File: src/rtl/addsub_pipe_if.sv
// Operand/result bundle for addsub_pipe: operand beat in, result beat out.
// No storage of its own; timing is set entirely by the attached pipeline.
// in_valid/in_ready carry input backpressure; out_valid/out_ready carry output backpressure.
interface addsub_pipe_if #(
    parameter int WIDTH = 8
) ();
    logic             in_valid;
    logic             in_ready;
    logic [WIDTH-1:0] a;
    logic [WIDTH-1:0] b;
    logic             m;
    logic             out_valid;
    logic             out_ready;
    logic [WIDTH-1:0] s;
    logic             c;
    logic             v;
    logic             z;
    logic             n;

    // Upstream/downstream side: supplies operands and consumes results.
    modport master (
        output in_valid, a, b, m, out_ready,
        input  in_ready, out_valid, s, c, v, z, n
    );

    // Arithmetic block side.
    modport slave (
        input  in_valid, a, b, m, out_ready,
        output in_ready, out_valid, s, c, v, z, n
    );
endinterface

File: src/rtl/addsub_pipe.sv
// Pipelined WIDTH-bit two's-complement add/sub (m=1: A-B) with c/v/z/n flags; ADDSUB_SAT_EN enables signed saturation.
// Latency STAGES cycles from the accepting edge; one beat per cycle when not stalled.
// Backpressure: out_valid & ~out_ready freezes every stage and drops in_ready combinationally.
module addsub_pipe #(
    parameter int WIDTH  = 8,
    parameter int STAGES = 2
) (
    input  logic          clk,
    input  logic          rst_n,
    addsub_pipe_if.slave  bus
);
    // Each stage resolves one slice of the carry chain; WIDTH must divide evenly.
    localparam int SL = WIDTH / STAGES;

    // Everything a beat needs travels together: operands for the slices still
    // to come, its own mode bit, the partial sum so far and the running carry.
    typedef struct packed {
        logic             vld;
        logic             md;
        logic [WIDTH-1:0] a;
        logic [WIDTH-1:0] b;
        logic [WIDTH-1:0] sum;
        logic             cy;
    } stage_t;

    logic   stall;
    logic   advance;
    stage_t last_q;

    assign stall        = last_q.vld & ~bus.out_ready;
    assign advance      = ~stall;
    assign bus.in_ready = ~stall;

    for (genvar k = 0; k < STAGES; k++) begin : g_stage
        stage_t        src;
        stage_t        nxt;
        stage_t        q;
        logic [SL:0]   slice_sum;

        if (k == 0) begin : g_first
            // First stage takes the beat straight from the port; carry-in is the mode bit.
            always_comb begin
                src     = '0;
                src.vld = bus.in_valid;
                src.md  = bus.m;
                src.a   = bus.a;
                src.b   = bus.b;
                src.cy  = bus.m;
            end
        end else begin : g_later
            assign src = g_stage[k-1].q;
        end

        // B is inverted with this beat's own mode so mixed modes stay independent.
        assign slice_sum = {1'b0, src.a[k*SL +: SL]}
                         + {1'b0, src.b[k*SL +: SL] ^ {SL{src.md}}}
                         + {{SL{1'b0}}, src.cy};

        // Merge this slice's sum and carry into the beat moving forward.
        always_comb begin
            nxt                  = src;
            nxt.sum[k*SL +: SL]  = slice_sum[SL-1:0];
            nxt.cy               = slice_sum[SL];
        end

        // Stage register: advances together with every other stage, holds on stall.
        always_ff @(posedge clk or negedge rst_n) begin
            if (!rst_n) begin
                q <= '0;
            end else if (advance) begin
                q <= nxt;
            end
        end
    end

    assign last_q = g_stage[STAGES-1].q;

    logic             a_msb;
    logic             bx_msb;
    logic             ovf;
    logic [WIDTH-1:0] res;

    assign a_msb  = last_q.a[WIDTH-1];
    assign bx_msb = last_q.b[WIDTH-1] ^ last_q.md;

    // Overflow when both effective operands share a sign the result does not;
    // equivalent to carry-into-MSB XOR carry-out-of-MSB.
    always_comb begin
        ovf = (a_msb == bx_msb) && (last_q.sum[WIDTH-1] != a_msb);
`ifdef ADDSUB_SAT_EN
        // On overflow the true result has A's sign, so clamp toward it.
        res = ovf ? {a_msb, {(WIDTH-1){~a_msb}}} : last_q.sum;
`else
        res = last_q.sum;
`endif
    end

    assign bus.out_valid = last_q.vld;
    assign bus.s         = res;
    assign bus.c         = last_q.cy;
    assign bus.v         = ovf;
    // Qualified with valid so the idle/reset state reports z = 0.
    assign bus.z         = last_q.vld & (res == '0);
    assign bus.n         = res[WIDTH-1];

    // Only the operand sign bits matter once the last slice is done.
    logic unused_operand_bits;
    assign unused_operand_bits = ^{last_q.a[WIDTH-2:0], last_q.b[WIDTH-2:0]};
endmodule
File: src/flat_wrapper.sv
// flat-port wrapper written by rule: the top's interface ports become plain ports
module addsub_pipe_flat 
#(
    parameter int WIDTH  = 8,
    parameter int STAGES = 2
)
  (clk, rst_n, bus_in_valid, bus_a, bus_b, bus_m, bus_out_ready, bus_in_ready, bus_out_valid, bus_s, bus_c, bus_v, bus_z, bus_n);
  addsub_pipe_if #(.WIDTH(WIDTH)) bus_i ();
  input  logic clk;
  input  logic rst_n;
  input wire logic [$bits(bus_i.in_valid)-1:0] bus_in_valid;
  input wire logic [$bits(bus_i.a)-1:0] bus_a;
  input wire logic [$bits(bus_i.b)-1:0] bus_b;
  input wire logic [$bits(bus_i.m)-1:0] bus_m;
  input wire logic [$bits(bus_i.out_ready)-1:0] bus_out_ready;
  output wire logic [$bits(bus_i.in_ready)-1:0] bus_in_ready;
  output wire logic [$bits(bus_i.out_valid)-1:0] bus_out_valid;
  output wire logic [$bits(bus_i.s)-1:0] bus_s;
  output wire logic [$bits(bus_i.c)-1:0] bus_c;
  output wire logic [$bits(bus_i.v)-1:0] bus_v;
  output wire logic [$bits(bus_i.z)-1:0] bus_z;
  output wire logic [$bits(bus_i.n)-1:0] bus_n;
  assign bus_i.in_valid = bus_in_valid;
  assign bus_i.a = bus_a;
  assign bus_i.b = bus_b;
  assign bus_i.m = bus_m;
  assign bus_i.out_ready = bus_out_ready;
  assign bus_in_ready = bus_i.in_ready;
  assign bus_out_valid = bus_i.out_valid;
  assign bus_s = bus_i.s;
  assign bus_c = bus_i.c;
  assign bus_v = bus_i.v;
  assign bus_z = bus_i.z;
  assign bus_n = bus_i.n;
  addsub_pipe #(.WIDTH(WIDTH), .STAGES(STAGES)) u_core (.clk(clk), .rst_n(rst_n), .bus(bus_i));
endmodule
File: config.mk
export PLATFORM = sky130hd
export DESIGN_NAME = addsub_pipe_flat
export DESIGN_NICKNAME = d
export VERILOG_FILES = /design/src/rtl/addsub_pipe_if.sv /design/src/rtl/addsub_pipe.sv /design/src/flat_wrapper.sv
export SDC_FILE = /design/constraint.sdc
export NUM_CORES = 1
export LEC_CHECK = 0
export CAP_MARGIN = 20
export CORE_ASPECT_RATIO = 1.2
export CORE_MARGIN = 1.5
export CORE_UTILIZATION = 60
export CTS_CLUSTER_SIZE = 20
export DETAILED_ROUTE_END_ITERATION = 8
export DONT_BUFFER_PORTS = 1
export HOLD_SLACK_MARGIN = 0.08
export MAX_ROUTING_LAYER = met4
export PLACE_DENSITY = 0.76
export SYNTH_ARGS = -nofsm -noshare
export SYNTH_HDL_FRONTEND = slang
export SYNTH_SLANG_ARGS = --single-unit
File: constraint.sdc
create_clock -name clk -period 2.45 [get_ports clk]
set_input_delay 0.1225 -clock clk [delete_from_list [all_inputs] [get_ports clk]]
set_output_delay 0.1225 -clock clk [all_outputs]
set_load 0.02 [all_outputs]
======== After elaboration in Yosys (flattened, before gate mapping) ========
Index checks and enable logic that the tools add are counted.
cells by class
  bitwise gates (word level) .............. 7
  add/sub/neg operators ................... 4
  reduce and logical (&&, ||, !) cells .... 2
  equality and inequality tests ........... 2
operators with widths
  kind                  count
  adder 4 x 4 -> 5 bit  2
  adder 5 x 1 -> 5 bit  2
  logical NOT 8 bit     1
  bitwise XOR 4 bit     2
  AND 1 bit             2
  inverter 1 bit        2
  == test 1 bit         1
  logical AND 1 bit     1
  != test 1 bit         1
  bitwise XOR 1 bit     1
word-level totals
  register bits after elaboration ......... 50
  output and inout port bits .............. 14
  bits of input ports ..................... 21
  word-level logic and storage cells ...... 27

======== Depth between registers and ports, before layout ========
Gate-level depths: netlist of run 1.
  depth in word-level cells ............... 3
  gate-level depth with buffers ........... 8
  depth with buffers taken out ............ 7

======== Worst setup path before layout of run 1 ========
Ideal clock, no wire load.
  path kind ............................... register to register
  from .................................... register u_core.g_stage[0].q[25] in the netlist's numbering
  to ...................................... register u_core.g_stage[1].q, in the netlist u_core.bus.s[7]
  library setup time ...................... 0.120 ns
  stages on the path, launching flop included .. 8
  data arrival time ....................... 1.863 ns
  clock period less this slack ............ 1.984 ns
  buffers on the path ..................... 1
  setup slack ............................. 0.466 ns
  path through ............................ dfrtp_1 -> clkbuf_1 -> xor2_1 -> ha_1 -> nor2b_1 -> o21a_1 -> or3_1 -> a31o_2
on the way
  longest elaborated chain between the ends .. 3
RTL lines
  item                    line               RTL
  start, declared         addsub_pipe.sv:37  stage_t q;
  start signal, assigned  addsub_pipe.sv:71  q <= nxt;
  bitwise XOR 4 bit       addsub_pipe.sv:56  + {1'b0, src.b[k*SL +: SL] ^ {SL{src.md}}}
  adder 4 x 4 -> 5 bit    addsub_pipe.sv:56
  adder 5 x 1 -> 5 bit    addsub_pipe.sv:57  + {{SL{1'b0}}, src.cy};
  end signal, assigned    addsub_pipe.sv:71
  end, declared           addsub_pipe.sv:37
No other way between the ends.
A chain may end at the register's enable or synchronous reset.

======== Worst setup path in the final report of run 1 ========
Same ends and word-level chain as after synthesis.

==> impl_metrics.env, run 1 <==
export IMPL_rows=19
export IMPL_dp_slack_ps=468.9
export IMPL_cp_end_kind="register"
export IMPL_wl_per_cell_um=13.67
export IMPL_crit_required_ps=2690
export IMPL_synthCells=157
export IMPL_clkPwrFrac_pct=16.3
export IMPL_seqPwrFrac_pct=55.5
export IMPL_ir_worst_vdd_v=0.0005574
export IMPL_cts_root_buf="clkbuf_4"
export IMPL_clkSlewWorstSetupHoldPaths_ps=140
export IMPL_grt_usage_pct=22.11
export IMPL_ant_nets=0
export IMPL_remaining_drc_errors=0
export IMPL_layout_cells_non_filler=196
export IMPL_max_clock_freq_ghz=0.5015
export IMPL_critPathKind="reg -> reg"
export IMPL_ys_seq_area_share_pct=47.30
export IMPL_chipWidth_um=48.36
export IMPL_synthArstFlopShare_pct=100.0
export IMPL_outcome="complete, no violations"
export IMPL_avgSynthCellArea_sq_um=9.436
export IMPL_htree_levels=1
export IMPL_synth_top_cell_by_area="dfrtp_1"
export IMPL_synthDistinctLibCells=28
export IMPL_rsz0062_at_grt="false"
export IMPL_slew_headroom_pct=57.18
export IMPL_comb_power_share_pct=28.1
export IMPL_maxCapViolCount=0
export IMPL_synth_top_cell_area_share_pct=47.30
export IMPL_drive_above_1_share_pct=7.273
export IMPL_cpLargestDelayFamily="flip-flops"
export IMPL_skew_ps=1.534
export IMPL_min_period_over_period_pct=81.39
export IMPL_first_pass_iters=4
export IMPL_cp_arrival_ps=2240
export IMPL_finalHoldViolCount=0
export IMPL_power_leakage_nw=0.8187
export IMPL_cts_sinks=28
export IMPL_path_cells="xor2_1 -> ha_1 -> nor2b_1 -> o21a_1 -> or3_1 -> a31o_2"
export IMPL_fp_coreArea_sq_mm=0.002306
export IMPL_critPathSlowestCell="dfrtp_1"
export IMPL_holdWs_ps=93.09
export IMPL_setup_slack_ps=456.0
export IMPL_start_util_pct=64.24
export IMPL_nNetsFinal=196
export IMPL_synth_ff_type="dfrtp_1"
export IMPL_fin_crit_ps=1994
export IMPL_syn_area_sq_mm=0.001481
export IMPL_cts_tree="yes"
export IMPL_cts_buffers=3
export IMPL_synth_edf_count=0
export IMPL_pin_count=35
export IMPL_overflow=0
export IMPL_grt_pass1_vias=1025
export IMPL_antenna_found_initial=0
export IMPL_p_int_mw=0.8525
export IMPL_crit_fanout=6
export IMPL_worst_setup_path_start_kind="register"
export IMPL_p_switching_mw=0.5315
export IMPL_die_h_um=57.43
export IMPL_numPortBuffers=0
export IMPL_synth_nets=187
export IMPL_setup_violations=0
export IMPL_cpPeakStageDelay_ps=510
export IMPL_worst_path_buf_inv=0
export IMPL_wirelength_mm=2.679
export IMPL_drtIter0Drc=15
export IMPL_antenna_cells=0
export IMPL_dp_cells=177
export IMPL_utilization_pct=71.68
export IMPL_synth_commonest_cells="59 x nand2_1, 28 x dfrtp_1, 8 x buf_4, 7 x xor2_1"
export IMPL_synth_most_common_cell="nand2_1"
export IMPL_hold_path_class="in -> reg"
export IMPL_yosys_top_cells_area="dfrtp_1 47%, nand2_1 15%, ha_1 5.1%"
export IMPL_clk_latency_ps=330
export IMPL_power_mw=1.384
export IMPL_routed_via_density=5.255
export IMPL_area_delta_synth_final_pct=11.57
export IMPL_cellPowerDensity_mw_per_mm2=837.4
export IMPL_synth_seq_cells=28
export IMPL_slew_violations=0
export IMPL_vias=1030
export IMPL_switching_share_pct=38.40
export IMPL_worst_pin_slew_ps=635.6
export IMPL_gp_congestion=0.7643
export IMPL_clock_path_buffers=2
export IMPL_yosysWarnings=0
export IMPL_grt_max_degree=29
export IMPL_cts_setup_buffers=0
export IMPL_fin_area_sq_mm=0.001653
export IMPL_fin_setup_tns_ps=0
export IMPL_place_area_sq_mm=0.001456
export IMPL_grt_pass1_wl_mm=4.457
export IMPL_die_area_sq_mm=0.002777
[cell type report]
type,instances,area (sq um)
clock buffer,4,36.28
tap,31,38.79
sequential,28,700.7
multi-input combinational,111,679.4
timing repair buffer,18,182.7
inverter,4,15.01
fill,182,653.1
[final timing paths]
check / start / endpoint / slack [ps] / cells after the start
worst max-delay path: u_core.g_stage[0].q[25]$_DFFE_PN0N_ / u_core.bus.s[7]$_DFFE_PN0N_ / 460 / 6
worst min-delay path: bus_a[3] / u_core.g_stage[0].q[0]$_DFFE_PN0N_ / 90 / 3
worst max register to register: u_core.g_stage[0].q[25]$_DFFE_PN0N_ / u_core.bus.s[7]$_DFFE_PN0N_ / 460 / 6
worst min register to register: u_core.g_stage[0].q[26]$_DFFE_PN0N_ / u_core.g_stage[0].q[26]$_DFFE_PN0N_ / 480 / 2
max in group asynchronous: rst_n / u_core.g_stage[0].q[26]$_DFFE_PN0N_ / 2070 / 2
min in group asynchronous: rst_n / u_core.g_stage[0].q[23]$_DFFE_PN0N_ / 230 / 2
[worst register-to-register path, cell delays in order, from the launching register on]
cell and delay (ps):
dfrtp_1 510, xor2_1 260, ha_1 280, nor2b_1 140, o21a_1 170, or3_1 300
a31o_2 240
[power by group through the flow]
| stage | registers [mW] | clock network, mW | logic, mW |
|---|---|---|---|
| CTS | 0.770 | 0.230 | 0.393 |
| global route | 0.784 | 0.246 | 0.439 |
| global placement | 0.774 | 0 | 0.338 |
| floorplan | 0.670 | 0 | 0.453 |
| finish | 0.769 | 0.226 | 0.389 |
| detailed placement | 0.780 | 0 | 0.360 |
[cells by family after synthesis]
group | Yosys count | share of synthesized area (%)
mux | 2 | 2.027
simple gates | 71 | 19.68
buf+inv | 18 | 6.841
xor+xnor | 12 | 7.095
flops | 28 | 47.30
compound gates | 17 | 7.940
fa+ha+maj | 9 | 9.122
[flip-flops by register name, summed over array words and instances (netlist names)]
| signal | cells |
|---|---|
| u_core.bus.s | 8 |
| u_core.a_msb | 1 |
| u_core.bus.c | 1 |
| u_core.bus.out_valid | 1 |
| u_core.g_stage.q | 17 |
[cell usage in the layout, fill, tap and decap left out, drive strengths merged, types with 2 or more instances in the layout]
| cell type | netlist | final |
|---|---|---|
| nand2 | 59 | 59 |
| dfrtp | 28 | 28 |
| dlygate4sd3 | 0 | 14 |
| xor2 | 7 | 7 |
| o21ai | 6 | 6 |
| ha | 6 | 6 |
| xnor2 | 5 | 5 |
| a21oi | 4 | 4 |
| clkbuf | 2 | 4 |
| buf | 12 | 4 |
| inv | 3 | 3 |
| nor2 | 3 | 3 |
| a21o | 3 | 3 |
| fa | 3 | 3 |
| mux2 | 2 | 2 |
| nand2b | 2 | 2 |
| nor2b | 2 | 2 |
[per-layer routing]
metal / up-vias / share of wire, % / global-route usage (%)
li1: 505 / - / -
met2: 36 / 53 / 40.67
met4: 0 / 2.1 / 11.02
met3: 4 / 4.1 / 2.880
met1: 485 / 40 / 23.36
met5: - / 0 / -
[repair_timing]
| action | in CTS | in global routing |
|---|---|---|
| hold endpoints to repair | 40 | 0 |
| gates resized for setup | 0 | 0 |
| hold buffers | 15 | 0 |
No activity file was read; power rests on OpenSTA's default activity.
==> run 2: changes to the inputs <==
--- a/config.mk
+++ b/config.mk
@@ -5,6 +5,7 @@
 export SDC_FILE = /design/constraint.sdc
 export NUM_CORES = 1
 export LEC_CHECK = 0
+export ABC_AREA = 1
 export CAP_MARGIN = 20
 export CORE_ASPECT_RATIO = 1.2
 export CORE_MARGIN = 1.5
==> constraint.sdc (replaced) <==
create_clock -name clk -period 2.1 [get_ports clk]
set_input_delay 0.105 -clock clk [delete_from_list [all_inputs] [get_ports clk]]
set_output_delay 0.105 -clock clk [all_outputs]
set_load 0.02 [all_outputs]
==> run 2 against run 1 <==
Compared with the run above:
- register-to-register slack got worse by 200 ps
- cell count rose by 7.7%
- sequential share of layout area fell by 0.57 points
- die area rose by 3.7%
- sequential power rose by 12%
- largest power group unchanged
- non-clock buffer count fell by 1
- sequential cell count did not move
- area after synthesis rose by 3.9%
- maximum frequency rose by 8.1%
- clock power rose by 55%
- total power rose by 20%
==> impl_metrics.env, run 2 <==
export IMPL_synth_top_family_by_area="simple AND/OR/NAND/NOR gates"
export IMPL_cts_buffers=3
export IMPL_finalHoldViolCount=0
export IMPL_gp_congestion=0.8133
export IMPL_pin_count=35
export IMPL_cellPowerDensity_mw_per_mm2=989.2
export IMPL_synth_seq_cells=28
export IMPL_cts_resized=0
export IMPL_ys_seq_area_share_pct=45.53
export IMPL_max_clock_freq_ghz=0.5419
export IMPL_syn_area_sq_mm=0.001539
export IMPL_power_mw=1.657
export IMPL_slew_violations=0
export IMPL_grt_pass1_vias=1154
export IMPL_synth_top_cell_area_share_pct=45.53
export IMPL_hold_buffers=15
export IMPL_clock_path_buffers=2
export IMPL_synthMuxAreaShare_pct=0
export IMPL_die_h_um=58.48
export IMPL_routed_via_density=5.052
export IMPL_cts_tree="yes"
export IMPL_slew_headroom_pct=57.32
export IMPL_nNetsFinal=211
export IMPL_final_cell_mix="53 x nand2_1, 28 x dfrtp_1, 19 x inv_1, 19 x o21ai_0, 14 x dlygate4sd3_1"
export IMPL_wirelength_mm=2.578
export IMPL_antenna_found_initial=0
export IMPL_synth_most_common_cell="nand2_1"
export IMPL_ant_nets=0
export IMPL_chipWidth_um=49.23
export IMPL_maxCapViolCount=0
export IMPL_grt_max_degree=35
export IMPL_synthCells=175
export IMPL_crit_fanout=5
export IMPL_drive_above_1_share_pct=6.667
export IMPL_antenna_cells=0
export IMPL_top_register="u_core.g_stage.q"
export IMPL_clk_latency_ps=330
export IMPL_outcome="complete, no violations"
export IMPL_wl_per_cell_um=12.22
export IMPL_rsz0062_at_grt="false"
export IMPL_clkPwrFrac_pct=21.1
export IMPL_fp_coreArea_sq_mm=0.002354
export IMPL_fin_crit_ps=1845
export IMPL_overflow=0
export IMPL_synth_edf_count=0
export IMPL_avgSynthCellArea_sq_um=8.794
export IMPL_p_int_mw=1.039
export IMPL_fin_setup_tns_ps=0
export IMPL_hpwl_mm=1.829
export IMPL_synth_commonest_cells="53 x nand2_1, 28 x dfrtp_1, 19 x inv_1, 19 x o21ai_0, 9 x buf_4"
export IMPL_switching_share_pct=37.33
export IMPL_ir_worst_vdd_v=0.0006459
export IMPL_htree_levels=1
export IMPL_hold_path_class="in -> reg"
export IMPL_skew_ps=5.623
export IMPL_cts_sinks=28
export IMPL_synth_top_cell_by_area="dfrtp_1"
export IMPL_synth_xor_area_share_pct=5.122
export IMPL_seqPwrFrac_pct=51.9
export IMPL_first_pass_iters=3
export IMPL_crit_required_ps=2340
export IMPL_grt_pass1_wl_mm=4.767
export IMPL_p_switching_mw=0.6186
export IMPL_area_delta_synth_final_pct=8.862
export IMPL_setup_violations=0
export IMPL_synthDistinctLibCells=26
export IMPL_yosysWarnings=0
export IMPL_cts_setup_buffers=0
export IMPL_rows=19
export IMPL_cts_root_buf="clkbuf_4"
export IMPL_vias=1066
export IMPL_cp_end_kind="register"
export IMPL_clkSlewWorstSetupHoldPaths_ps=150
export IMPL_cp_arrival_ps=2080
export IMPL_synth_nets=205
export IMPL_numPortBuffers=0
export IMPL_dp_cells=192
export IMPL_synthArstFlopShare_pct=100.0
export IMPL_min_period_over_period_pct=87.87
export IMPL_largest_reg_flops=17
export IMPL_reg2reg_slack_ps=250
export IMPL_grt_usage_pct=22.00
export IMPL_synthAdderAreaFrac_pct=8.780
export IMPL_worst_pin_slew_ps=633.6
export IMPL_start_util_pct=65.39
export IMPL_synth_simple_area_share_pct=17.89
export IMPL_critPathKind="reg -> reg"
export IMPL_synth_ff_type="dfrtp_1"
export IMPL_synth_compound_area_share_pct=9.024
export IMPL_final_common_cell="nand2_1"
export IMPL_drtIter0Drc=8
export IMPL_remaining_drc_errors=0
export IMPL_worst_setup_path_start_kind="register"
export IMPL_layout_cells_non_filler=211
export IMPL_yosys_top_cells_area="dfrtp_1 46%, nand2_1 13%, o21ai_0 6.2%"
export IMPL_die_area_sq_mm=0.002879
export IMPL_power_leakage_nw=0.8590
export IMPL_comb_power_share_pct=27.0
==> run 2: cell families after synthesis <==
family | Yosys count
XOR/XNOR | 9
flip-flops | 28
adder cells (fa/ha/maj) | 9
AND/OR/NAND/NOR | 68
AO/OA/AOI/OAI | 25
buffers and inverters | 36
==> run 2: power groups by stage <==
stage	registers, mW	clock network (mW)	logic [mW]
CTS	0.863	0.361	0.451
detailed placement	0.875	0	0.412
floorplan	0.766	0	0.526
finish	0.860	0.350	0.447
global route	0.881	0.371	0.536
global placement	0.869	0	0.388
==> run 2: final timing paths <==
path	startpoint	end	depth (start not counted)
min in group asynchronous	rst_n	u_core.g_stage[0].q[26]$_DFFE_PN0N_	2
max reg2reg	u_core.g_stage[0].q[25]$_DFFE_PN0N_	u_core.bus.c$_DFFE_PN0N_	8
min	bus_a[3]	u_core.g_stage[0].q[4]$_DFFE_PN0N_	4
min reg2reg	u_core.g_stage[0].q[26]$_DFFE_PN0N_	u_core.bus.out_valid$_DFFE_PN0N_	2
max in group asynchronous	rst_n	u_core.g_stage[0].q[2]$_DFFE_PN0N_	2
max	u_core.g_stage[0].q[25]$_DFFE_PN0N_	u_core.bus.c$_DFFE_PN0N_	8
==> run 2: through the flow <==
step                setup slack (ps)  cell area (sq um)  util [%]  hold WS [ps]
floorplan                      341.4               1539         -        -190.6
global placement               369.2               1463     62.15        -190.0
detailed placement             277.5               1463     62.15        -190.0
CTS                            256.6               1675     71.19         93.17
global route                   103.0               1675     71.19         123.8
finish                         254.7               1675     71.19         96.39
==> run 2: cell type report <==
type,instances,area (sq um)
Timing Repair Buffer,17,175.2
Fill cell,196,678.2
Tap cell,31,38.79
Clock inverter,1,30.03
Clock buffer,3,22.52
Sequential cell,28,700.7
Multi-Input combinational cell,111,628.1
Inverter,20,80.08
==> run 2: layer usage <==
layer / up-vias / wire, um / GRT usage, %
li1: 547 / - / -
met1: 484 / 1159 / 25.00
met2: 30 / 1266 / 39.77
met3: 5 / 111 / 3.299
met4: 0 / 40 / 7.347
met5: - / 0 / -
==> run 2: critical path, stage by stage (launching register included) <==
cell and delay (ps):
dfrtp_1 480, xnor2_1 230, fa_1 190, inv_1 60
fa_1 400, nand2_1 70, inv_1 40, o21ai_0 200
a21oi_2 80
